===== config.mk =====
export PLATFORM = sky130hd
export DESIGN_NAME = sync_updown_counter_flat
export DESIGN_NICKNAME = d
export VERILOG_FILES = /design/src/rtl/sync_updown_counter_if.sv /design/src/rtl/sync_updown_counter.sv /design/src/flat_wrapper.sv
export SDC_FILE = /design/constraint.sdc
export NUM_CORES = 1
export LEC_CHECK = 0
export ABC_AREA = 1
export CAP_MARGIN = 20
export CORE_UTILIZATION = 37
export CTS_CLUSTER_DIAMETER = 120
export DETAILED_ROUTE_END_ITERATION = 7
export PLACE_DENSITY_LB_ADDON = 0.2
export SYNTH_ARGS = -nofsm -noshare
export SYNTH_HDL_FRONTEND = slang
export SYNTH_SLANG_ARGS = --single-unit

===== constraint.sdc =====
create_clock -name clk -period 2.7 [get_ports clk]
set_input_delay 0.27 -clock clk [delete_from_list [all_inputs] [get_ports clk]]
set_output_delay 0.27 -clock clk [all_outputs]
set_load 0.005 [all_outputs]

===== src/rtl/sync_updown_counter_if.sv =====
// Bus between a controller and the up/down counter: control strobes in,
// count value and status flags out.
interface sync_updown_counter_if #(
  parameter int WIDTH = 4
);
  logic             en;
  logic             up_dn;
  logic             load;
  logic [WIDTH-1:0] load_val;
  logic             oneshot;
  logic             clr_flags;
  logic [WIDTH-1:0] q;
  logic             tc;
  logic             wrap;
  logic             done;
  logic             ovf;
  logic             unf;

  modport master (
    output en, up_dn, load, load_val, oneshot, clr_flags,
    input  q, tc, wrap, done, ovf, unf
  );

  modport slave (
    input  en, up_dn, load, load_val, oneshot, clr_flags,
    output q, tc, wrap, done, ovf, unf
  );
endinterface


===== src/rtl/sync_updown_counter.sv =====
// Modulo-(MAX_VAL+1) up/down counter with parallel load, free-run or
// one-shot terminal behaviour, wrap pulse and sticky wrap-direction flags.
module sync_updown_counter #(
  parameter int WIDTH   = 4,
  parameter int MAX_VAL = 2**WIDTH-1
) (
  input logic                  clk,
  input logic                  rst_n,
  sync_updown_counter_if.slave cnt
);

  localparam logic [WIDTH-1:0] MAX_Q = WIDTH'(MAX_VAL);

  typedef enum logic {
    COUNT = 1'b0,
    DONE  = 1'b1
  } state_t;

  state_t           state;
  state_t           state_nxt;
  logic [WIDTH-1:0] q;
  logic [WIDTH-1:0] q_nxt;
  logic             wrap;
  logic             wrap_nxt;
  logic             ovf;
  logic             ovf_nxt;
  logic             unf;
  logic             unf_nxt;
  logic             tc;

  // Loaded values above the count range are clamped so q never leaves 0..MAX_VAL.
  function automatic logic [WIDTH-1:0] sat_load(input logic [WIDTH-1:0] v);
    return (v > MAX_Q) ? MAX_Q : v;
  endfunction

  assign tc = cnt.up_dn ? (q == MAX_Q) : (q == '0);

  always_comb begin
    state_nxt = state;
    q_nxt     = q;
    wrap_nxt  = 1'b0;
    ovf_nxt   = ovf & ~cnt.clr_flags;
    unf_nxt   = unf & ~cnt.clr_flags;
    if (cnt.load) begin
      q_nxt     = sat_load(cnt.load_val);
      state_nxt = COUNT;
    end else if (cnt.en && (state == COUNT)) begin
      if (!tc) begin
        q_nxt = cnt.up_dn ? (q + WIDTH'(1)) : (q - WIDTH'(1));
      end else if (!cnt.oneshot) begin
        // Flag set is applied after the clear term, so a same-edge wrap wins.
        wrap_nxt = 1'b1;
        if (cnt.up_dn) begin
          q_nxt   = '0;
          ovf_nxt = 1'b1;
        end else begin
          q_nxt   = MAX_Q;
          unf_nxt = 1'b1;
        end
      end else begin
        state_nxt = DONE;
      end
    end
  end

  always_ff @(posedge clk or negedge rst_n) begin
    if (!rst_n) begin
      state <= COUNT;
      q     <= '0;
      wrap  <= 1'b0;
      ovf   <= 1'b0;
      unf   <= 1'b0;
    end else begin
      state <= state_nxt;
      q     <= q_nxt;
      wrap  <= wrap_nxt;
      ovf   <= ovf_nxt;
      unf   <= unf_nxt;
    end
  end

  assign cnt.q    = q;
  assign cnt.tc   = tc;
  assign cnt.wrap = wrap;
  assign cnt.done = (state == DONE);
  assign cnt.ovf  = ovf;
  assign cnt.unf  = unf;

endmodule


===== src/flat_wrapper.sv =====
// flat-port wrapper written by rule: the top's interface ports become plain ports
module sync_updown_counter_flat 
#(
  parameter int WIDTH   = 4,
  parameter int MAX_VAL = 2**WIDTH-1
)
  (clk, rst_n, cnt_en, cnt_up_dn, cnt_load, cnt_load_val, cnt_oneshot, cnt_clr_flags, cnt_q, cnt_tc, cnt_wrap, cnt_done, cnt_ovf, cnt_unf);
  sync_updown_counter_if #(.WIDTH(WIDTH)) cnt_i ();
  input logic clk;
  input logic rst_n;
  input wire logic [$bits(cnt_i.en)-1:0] cnt_en;
  input wire logic [$bits(cnt_i.up_dn)-1:0] cnt_up_dn;
  input wire logic [$bits(cnt_i.load)-1:0] cnt_load;
  input wire logic [$bits(cnt_i.load_val)-1:0] cnt_load_val;
  input wire logic [$bits(cnt_i.oneshot)-1:0] cnt_oneshot;
  input wire logic [$bits(cnt_i.clr_flags)-1:0] cnt_clr_flags;
  output wire logic [$bits(cnt_i.q)-1:0] cnt_q;
  output wire logic [$bits(cnt_i.tc)-1:0] cnt_tc;
  output wire logic [$bits(cnt_i.wrap)-1:0] cnt_wrap;
  output wire logic [$bits(cnt_i.done)-1:0] cnt_done;
  output wire logic [$bits(cnt_i.ovf)-1:0] cnt_ovf;
  output wire logic [$bits(cnt_i.unf)-1:0] cnt_unf;
  assign cnt_i.en = cnt_en;
  assign cnt_i.up_dn = cnt_up_dn;
  assign cnt_i.load = cnt_load;
  assign cnt_i.load_val = cnt_load_val;
  assign cnt_i.oneshot = cnt_oneshot;
  assign cnt_i.clr_flags = cnt_clr_flags;
  assign cnt_q = cnt_i.q;
  assign cnt_tc = cnt_i.tc;
  assign cnt_wrap = cnt_i.wrap;
  assign cnt_done = cnt_i.done;
  assign cnt_ovf = cnt_i.ovf;
  assign cnt_unf = cnt_i.unf;
  sync_updown_counter #(.WIDTH(WIDTH), .MAX_VAL(MAX_VAL)) u_core (.clk(clk), .rst_n(rst_n), .cnt(cnt_i));
endmodule

==> reports/summary.txt, run 1 <==
Routed wire per std cell: 10.9 µm
Arr. time, crit path: 1.67 ns
Initial Util: 41.0%
clock period minus worst slack: 1.94 ns
fraction of power spent switching nets: 35.7%
CTS tree: built
P_int: 279 µW
die height: 40.7 µm
Longest Clk Path Bufs: 2
Synth Instances: 79
DIE AREA: 0.00165 mm²
Avg Inst Size Synth: 7.00 µm²
Detail Placement HPWL: 989 µm
Worst setup EP type: output port
GRT Total Usage: 19.7%
initial antenna violation count: 0
vias: 533
Seq pwr share: 37.3%
TritonRoute pass-1 iters: 3
Via density: 4.59
Post-synth EDFFs: 0
CP Max Fanout: 7
gpl congestion: 0.821
Netlist cell types: 17
fraction of registers with async set/reset: 100%
# DRC: 0
P&R area growth vs syn: 41.9%
register area share after synthesis: 36.2%
most frequent cell after synthesis: nand2_1
count of final hold-check violations: 0
GRT busiest layer: met2
slew margin rel.: 74.0%
Final Cell Area: 785 µm²
Detail Route Antenna Nets: 0
IO Pins: 20
cell taking the most area after synthesis: dfrtp_1
clk root buf: clkbuf_4
Final setup viols: 0
Least-Margin Pin Slew: 0.388 ns
clock skew: 0.00658 ns
clock-pin slew on the worst setup and hold paths: 0.06 ns
Critical-path top delay cell: clkdlybuf4s50_1
n_diodes: 0
Post-CTS Setup Bufs: 0
CP required: 2.43 ns
Die Width: 40.7 µm
hold_buf cts: 0
Nets: 117
Mapped Area: 553 µm²
core box area: 0.00135 mm²
layout cell share with drive strength beyond 1: 10.9%
min-delay worst type: in -> async
DR iter-0 viols: 8
Ys Warns: 0
most frequent cells after synthesis: 29 x nand2_1, 11 x inv_1, 9 x nor2_1
met1 GRT Util: 22.9%
met3 usage: 8.15%
combinational share of power: 41.2%
reported max-cap violation count: 0
Placed Area: 762 µm²
total CTS buffers: 3
Inst Count DP: 113
first-pass GRT wire length: 2.01 mm
FMAX: 517 MHz
clock share of power: 21.5%
Leak: 0.424 nW
Yosys reg bits: 8
VDD IR max: 0.369 mV
total clock sinks: 8
critical path class: reg -> out
# rows: 13
Syn Nets: 93
H-tree Lvls: 1
CP peak stage delay: 0.50 ns
Layout Cells excl Fill: 116
run status: complete, no violations
# resized after CTS: 0
net switching power: 155 µW
pin count of the biggest net entering global routing: 9
PwrDens: 553 mW/mm²
CP Cell Sequence: nand2_1 -> nor2_2 -> nand2_2 -> nand2_4 -> clkdlybuf4s50_1
RSZ-0062 raised after global routing: false
worst skew pair latency: 0.26 ns
crit path launch type: flip-flop
GRT met2 Usage: 33.3%
Final period util: 71.7%
Synth area leaders: dfrtp_1 36%, nand2_1 20%, inv_1 7.5%, nor2_1 6.1%, nand2_4 6.1%
Setup TNS: 0 ns
final wirelength: 1.26 mm
vias in the first global route: 458
grt total ovfl: 0
predominant post-synthesis flop cell: dfrtp_1
Yosys top cell area share: 36.2%
IO buf count: 19
pins over their slew limit: 0
==> layout by cell type, fill, tap and decap left out <==
cell	n
nand2_1	29
clkdlybuf4s50_1	19
inv_1	11
nor2_1	9
dfrtp_1	8
nand3_1	4
nand2_4	3
o21ai_0	3
clkbuf_4	3
a21oi_1	2
ha_1	2
nor2_2	1
nand2_2	1
and3_2	1
inv_2	1
xor2_1	1
o22ai_1	1
or2_2	1
fa_1	1
==> kinds of logic (layout without fill, tap and decap cells) <==
logic type	after synthesis	count (layout)	synth area share (%)
simple gates	49	49	40.3
buf+inv	12	34	8.14
flops	8	8	36.2
compound gates	6	6	5.66
fa+ha+maj	3	3	8.14
xor+xnor	1	1	1.58
==> worst max-delay path, delay by kind of cell, from the launching register on <==
kind,cells,cell delay [ns]
buffers and inverters,1,0.50
DFF,1,0.49
and+or+nand+nor,4,0.40
==> flip-flops by register name (all words and copies together) (netlist names) <==
signal and flops:
u_core.cnt.q 4, u_core.cnt.done 1, u_core.cnt.ovf 1, u_core.cnt.unf 1, u_core.cnt.wrap 1
==> stage by stage <==
step                      total power [mW]  setup WS (ns)  utilization, %  hold slack [ns]
after floorplan                      0.262           1.28               -          -0.0256
after detailed placement             0.341          0.725            56.4            0.478
after global routing                 0.472          0.648            58.1            0.316
final                                0.434          0.764            58.1            0.299
after global placement               0.336          0.789            56.4            0.468
after CTS                            0.435          0.766            58.1            0.310
==> final cells by class <==
type / instances / area (µm²)
fillers: 149 / 566
inverters: 12 / 45.0
repair buffers: 19 / 190
well taps: 15 / 18.8
multi-input cells: 59 / 308
flip-flops and latches: 8 / 200
clock buffers: 3 / 22.5
==> final timing paths <==
kind / start / endpoint / slack, ns / cells past startpoint
worst max-delay path: u_core.cnt.q[0] / cnt_tc / 0.76 / 5
worst max register to register: u_core.cnt.q[2] / u_core.cnt.q[3] / 1.19 / 8
min in group clk: u_core.cnt.ovf / u_core.cnt.ovf / 0.49 / 2
max in group asynchronous: rst_n / u_core.cnt.unf / 2.12 / 1
worst min register to register: u_core.cnt.ovf / u_core.cnt.ovf / 0.49 / 2
worst min-delay path: rst_n / u_core.cnt.q[3] / 0.30 / 1
==> power groups by stage <==
stage                     combinational, mW  sequential (mW)  clock [mW]
after global routing                  0.206            0.165       0.101
after floorplan                       0.102            0.159           0
final                                 0.179            0.162      0.0934
after detailed placement              0.177            0.164           0
after global placement                0.173            0.163           0
after CTS                             0.180            0.162      0.0932
==> per-layer routing <==
metal	wire length [µm]	share of wire (%)	vias to the layer above
li1	-	-	284
met1	548	43	234
met2	626	50	13
met3	75	5.9	2
met4	12	0.95	0
met5	0	0	-
Power figures use the tool's default switching activity.
==> run 2, diff against run 1 <==
==> constraint.sdc (replaced) <==
create_clock -name clk -period 1.65 [get_ports clk]
set_input_delay 0.165 -clock clk [delete_from_list [all_inputs] [get_ports clk]]
set_output_delay 0.165 -clock clk [all_outputs]
set_load 0.005 [all_outputs]
==> reports/summary.txt, run 2 (same netlist as run 1, synthesis figures left out) <==
max FFs per register: 4 (unchanged)
Layout Cells excl Fill: 125 (+7.8%)
worst skew pair latency: 0.26 ns (about the same)
first-pass GRT wire length: 2.06 mm (+2.4%)
CP Cell Sequence: buf_4 -> fa_1 -> xor2_1 -> nand2_1 -> a21oi_1 -> nand2_1 -> nand2_1
H-tree Lvls: 1 (unchanged)
Max Used Layer: met4
Via density: 4.70 (+2.2%)
clock-pin slew on the worst setup and hold paths: 0.05 ns (about the same)
Largest Register: u_core.cnt.q
VDD IR max: 0.492 mV (+33%)
reg2reg end: u_core.cnt.q[2]
DIE AREA: 0.00165 mm² (unchanged)
layout cell share with drive strength beyond 1: 22.7% (+12 points)
Final period util: 94.8%
Detail Route Antenna Nets: 0 (unchanged)
CTS tree: built
final wirelength: 1.35 mm (+6.6%)
Die Width: 40.7 µm (unchanged)
# rows: 13 (unchanged)
die height: 40.7 µm (unchanged)
grt total ovfl: 0 (unchanged)
metal2 WL: 649 µm (+3.7%)
Crit path top cell by count: nand2_1
critical path class: reg -> reg
commonest non-fill, non-tap cells in the layout: 29 x nand2_1, 18 x clkdlybuf4s50_1, 11 x inv_1
min-delay worst type: in -> async
Worst setup EP type: flip-flop
PnR worst setup slack: 0.0854 ns (-0.679 ns)
vias in the first global route: 511 (+12%)
worst reg2reg path startpoint: u_core.cnt.q[1]
crit path launch type: flip-flop
RSZ-0062 raised after global routing: false
reported max-cap violation count: 0 (unchanged)
Routed wire per std cell: 10.8 µm (-1.1%)
WL met3: 92 µm (+23%)
clock skew: 0.00111 ns (-0.00546 ns)
clk root buf: clkbuf_4
pins over their slew limit: 0 (unchanged)
Final setup viols: 0 (unchanged)
Nets: 126 (+7.7%)
CP Max Fanout: 4 (-3)
total clock sinks: 8 (unchanged)
Critical-path top delay cell: dfrtp_2
CP peak stage delay: 0.43 ns (-0.07 ns)
GRT Total Usage: 20.1% (+0.34 points)
FMAX: 639 MHz
CP required: 1.85 ns (-0.58 ns)
Detail Placement HPWL: 1.03 mm (+4.0%)
total CTS buffers: 3 (unchanged)
slew margin rel.: 73.5% (-0.50 points)
Initial Util: 41.0% (unchanged)
gpl congestion: 0.850 (+3.6%)
IO Pins: 20 (unchanged)
Inst Count DP: 120 (+6.2%)
Arr. time, crit path: 1.76 ns (+0.09 ns)
reg-to-reg slack, setup: 0.09 ns (-1.10 ns)
run status: complete, no violations
reg2reg path depth: 7 (-1)
Leak: 0.468 nW (+10%)
n_diodes: 0 (unchanged)
core box area: 0.00135 mm² (unchanged)
# DRC: 0 (unchanged)
DR iter-0 viols: 16 (+8)
hold_buf cts: 0 (unchanged)
Longest Clk Path Bufs: 2 (unchanged)
vias: 587 (+10%)
PwrDens: 887 mW/mm² (+60%)
pin count of the biggest net entering global routing: 9 (unchanged)
CP Buf/Inv Count: 1 (unchanged)
clock period minus worst slack: 1.56 ns
pre-CTS setup slack: -0.110 ns (-0.835 ns)
Least-Margin Pin Slew: 0.396 ns (+0.00747 ns)
Setup TNS: 0 ns (unchanged)
initial antenna violation count: 0 (unchanged)
crit-path leading delay family: flip-flops
P&R area growth vs syn: 56.1%
most common cell after layout, fill and taps aside: nand2_1
count of final hold-check violations: 0 (unchanged)
TritonRoute pass-1 iters: 4 (+1)
IO buf count: 19 (unchanged)
M1 wire length: 590 µm (+7.7%)
[run 2: worst max path at each step]
stage | cells past startpoint | end | start | slack (ns)
after floorplan | 8 | u_core.cnt.q[3] | u_core.cnt.q[2] | 0.23
after global placement | 10 | u_core.cnt.q[3] | cnt_up_dn | -0.07
after detailed placement | 10 | u_core.cnt.q[3] | cnt_up_dn | -0.11
after CTS | 7 | u_core.cnt.q[2] | u_core.cnt.q[1] | 0.11
after global routing | 7 | u_core.cnt.q[2] | u_core.cnt.q[1] | 0.01
final | 7 | u_core.cnt.q[2] | u_core.cnt.q[1] | 0.09
[run 2: power breakdown]
| part | switching [mW] | total [mW] | internal, mW |
|---|---|---|---|
| clock network | 0.0711 | 0.155 | 0.0835 |
| registers | 0.0386 | 0.264 | 0.225 |
| logic | 0.164 | 0.348 | 0.184 |
[run 2: metrics by stage]
stage / hold slack (ns) / power (mW) / instance area, µm² / utilization (%)
finish: 0.196 / 0.766 / 863 / 63.9
global route: 0.220 / 0.821 / 863 / 63.9
CTS: 0.202 / 0.768 / 863 / 63.9
detailed placement: 0.478 / 0.589 / 815 / 60.3
global placement: 0.465 / 0.581 / 815 / 60.3
floorplan: -0.131 / 0.428 / 553 / -
[run 2: layout make-up]
cell class	count	area [µm²]
fillers	128	487
well taps	15	18.8
inverters	12	45.0
clock buffers	3	22.5
flip-flops and latches	8	203
multi-input cells	59	318
repair buffers	28	256
[run 2: metal layers]
metal | global-route usage (%) | vias to the layer above
li1 | - | 304
met1 | 22.6 | 261
met2 | 33.7 | 20
met3 | 8.15 | 2
met4 | 7.50 | 0
met5 | 0 | -
[run 2: repair_timing]
action / in CTS / in global routing
gates resized for setup: 6 / 0
setup endpoints to repair: 1 / 0
buffers inserted: 2 / 0
==> run 3, diff against run 2 <==
--- a/config.mk
+++ b/config.mk
@@ -11,6 +11,7 @@
 export CTS_CLUSTER_DIAMETER = 120
 export DETAILED_ROUTE_END_ITERATION = 7
 export PLACE_DENSITY_LB_ADDON = 0.2
+export RECOVER_POWER = 100
 export SYNTH_ARGS = -nofsm -noshare
 export SYNTH_HDL_FRONTEND = slang
 export SYNTH_SLANG_ARGS = --single-unit
==> reports/summary.txt, run 3 (same netlist as run 1, synthesis figures left out) <==
Pwr Total: 752 µW (-1.9%)
H-tree Lvls: 1 (unchanged)
CP required: 1.85 ns (about the same)
crit-path leading delay family: flip-flops
layout cell share with drive strength beyond 1: 20.0% (-2.7 points)
RSZ-0062 raised after global routing: false
PwrDens: 878 mW/mm² (-1.0%)
P&R area growth vs syn: 54.8%
final wirelength: 1.34 mm (-0.45%)
grt total ovfl: 0 (unchanged)
DIE AREA: 0.00165 mm² (unchanged)
# DRC: 0 (unchanged)
Nets: 126 (unchanged)
clock skew: 0.00102 ns (-0.0000914 ns)
CP Buf/Inv Count: 1 (unchanged)
reported max-cap violation count: 0 (unchanged)
gpl congestion: 0.850 (unchanged)
Die Width: 40.7 µm (unchanged)
pin count of the biggest net entering global routing: 9 (unchanged)
vias in the first global route: 511 (unchanged)
commonest non-fill, non-tap cells in the layout: 30 x nand2_1, 11 x inv_1, 10 x clkdlybuf4s50_1
clock period minus worst slack: 1.56 ns (-0.00356 ns)
Longest Clk Path Bufs: 2 (unchanged)
Least-Margin Pin Slew: 0.401 ns (+0.00561 ns)
slew margin rel.: 73.2% (-0.38 points)
Setup TNS: 0 ns (unchanged)
CP peak stage delay: 0.43 ns (about the same)
first-pass GRT wire length: 2.06 mm (unchanged)
Initial Util: 41.0% (unchanged)
Inst Count DP: 120 (unchanged)
pins over their slew limit: 0 (unchanged)
most common cell after layout, fill and taps aside: nand2_1
Detail Route Antenna Nets: 0 (unchanged)
IO Pins: 20 (unchanged)
pre-CTS setup slack: -0.110 ns (unchanged)
Crit path top cell by count: nand2_1
DR iter-0 viols: 15 (-1)
CTS tree: built
Final setup viols: 0 (unchanged)
IO buf count: 19 (unchanged)
reg-to-reg slack, setup: 0.09 ns (about the same)
Detail Placement HPWL: 1.03 mm (unchanged)
VDD IR max: 0.480 mV (-2.4%)
initial antenna violation count: 0 (unchanged)
core box area: 0.00135 mm² (unchanged)
Largest Register: u_core.cnt.q
CP Max Fanout: 4 (unchanged)
Leak: 0.480 nW (+2.5%)
critical path class: reg -> reg
FMAX: 641 MHz (+0.23%)
min-delay worst type: in -> async
CP Cell Sequence: buf_4 -> fa_1 -> xor2_1 -> nand2_1 -> a21oi_1 -> nand2_1 -> nand2_1
total CTS buffers: 3 (unchanged)
Final period util: 94.6% (-0.22 points)
Worst setup EP type: flip-flop
total clock sinks: 8 (unchanged)
clock-pin slew on the worst setup and hold paths: 0.05 ns (about the same)
count of final hold-check violations: 0 (unchanged)
clk root buf: clkbuf_4
Layout Cells excl Fill: 125 (unchanged)
n_diodes: 0 (unchanged)
# rows: 13 (unchanged)
GRT Total Usage: 20.1% (unchanged)
Critical-path top delay cell: dfrtp_2
die height: 40.7 µm (unchanged)
run status: complete, no violations
TritonRoute pass-1 iters: 4 (unchanged)
hold slack final: 0.267 ns (+0.0707 ns)
Routed wire per std cell: 10.7 µm (-0.45%)
worst skew pair latency: 0.26 ns (about the same)
vias: 584 (-0.51%)
Arr. time, crit path: 1.76 ns (about the same)
max FFs per register: 4 (unchanged)
PnR worst setup slack: 0.0890 ns (+0.00356 ns)
Via density: 4.67 (-0.51%)
crit path launch type: flip-flop
-- run 3: worst paths after layout --
check / from / to / cells after the start
setup / recovery: u_core.cnt.q[1] / u_core.cnt.q[2] / 7
hold / removal: rst_n / u_core.cnt.ovf / 1
setup reg to reg: u_core.cnt.q[1] / u_core.cnt.q[2] / 7
hold reg to reg: u_core.cnt.ovf / u_core.cnt.ovf / 2
max in group asynchronous: rst_n / u_core.cnt.q[1] / 1
min in group clk: u_core.cnt.ovf / u_core.cnt.ovf / 2
-- run 3: power by group --
part | internal (mW) | switching [mW]
registers | 0.224 | 0.0379
clock network | 0.0835 | 0.0710
logic | 0.173 | 0.162
-- run 3: final cells by class --
cell class                      instances  area [µm²]
Fill cell                             131         494
Sequential cell                         8         201
Clock buffer                            3        22.5
Tap cell                               15        18.8
Multi-Input combinational cell         59         315
Timing Repair Buffer                   28         253
Inverter                               12        45.0
-- run 3: timing repair --
| action | CTS | global route |
|---|---|---|
| resized for setup | 6 | 0 |
| buffers inserted | 2 | 0 |
| setup endpoints to repair | 1 | 0 |
| hold buffers | 0 | 0 |
-- run 3: stage by stage --
step	utilization, %	cell area (µm²)
detailed placement	60.3	815
CTS	63.9	863
global route	63.4	856
finish	63.4	856
floorplan	-	553
global placement	60.3	815
-- run 3: layer usage --
layer / up-vias / GRT usage (%) / share of wire, %
li1: 303 / - / -
met1: 259 / 22.6 / 44
met5: - / 0 / 0
met2: 20 / 33.7 / 48
met4: 0 / 7.50 / 1.0
met3: 2 / 8.15 / 6.9
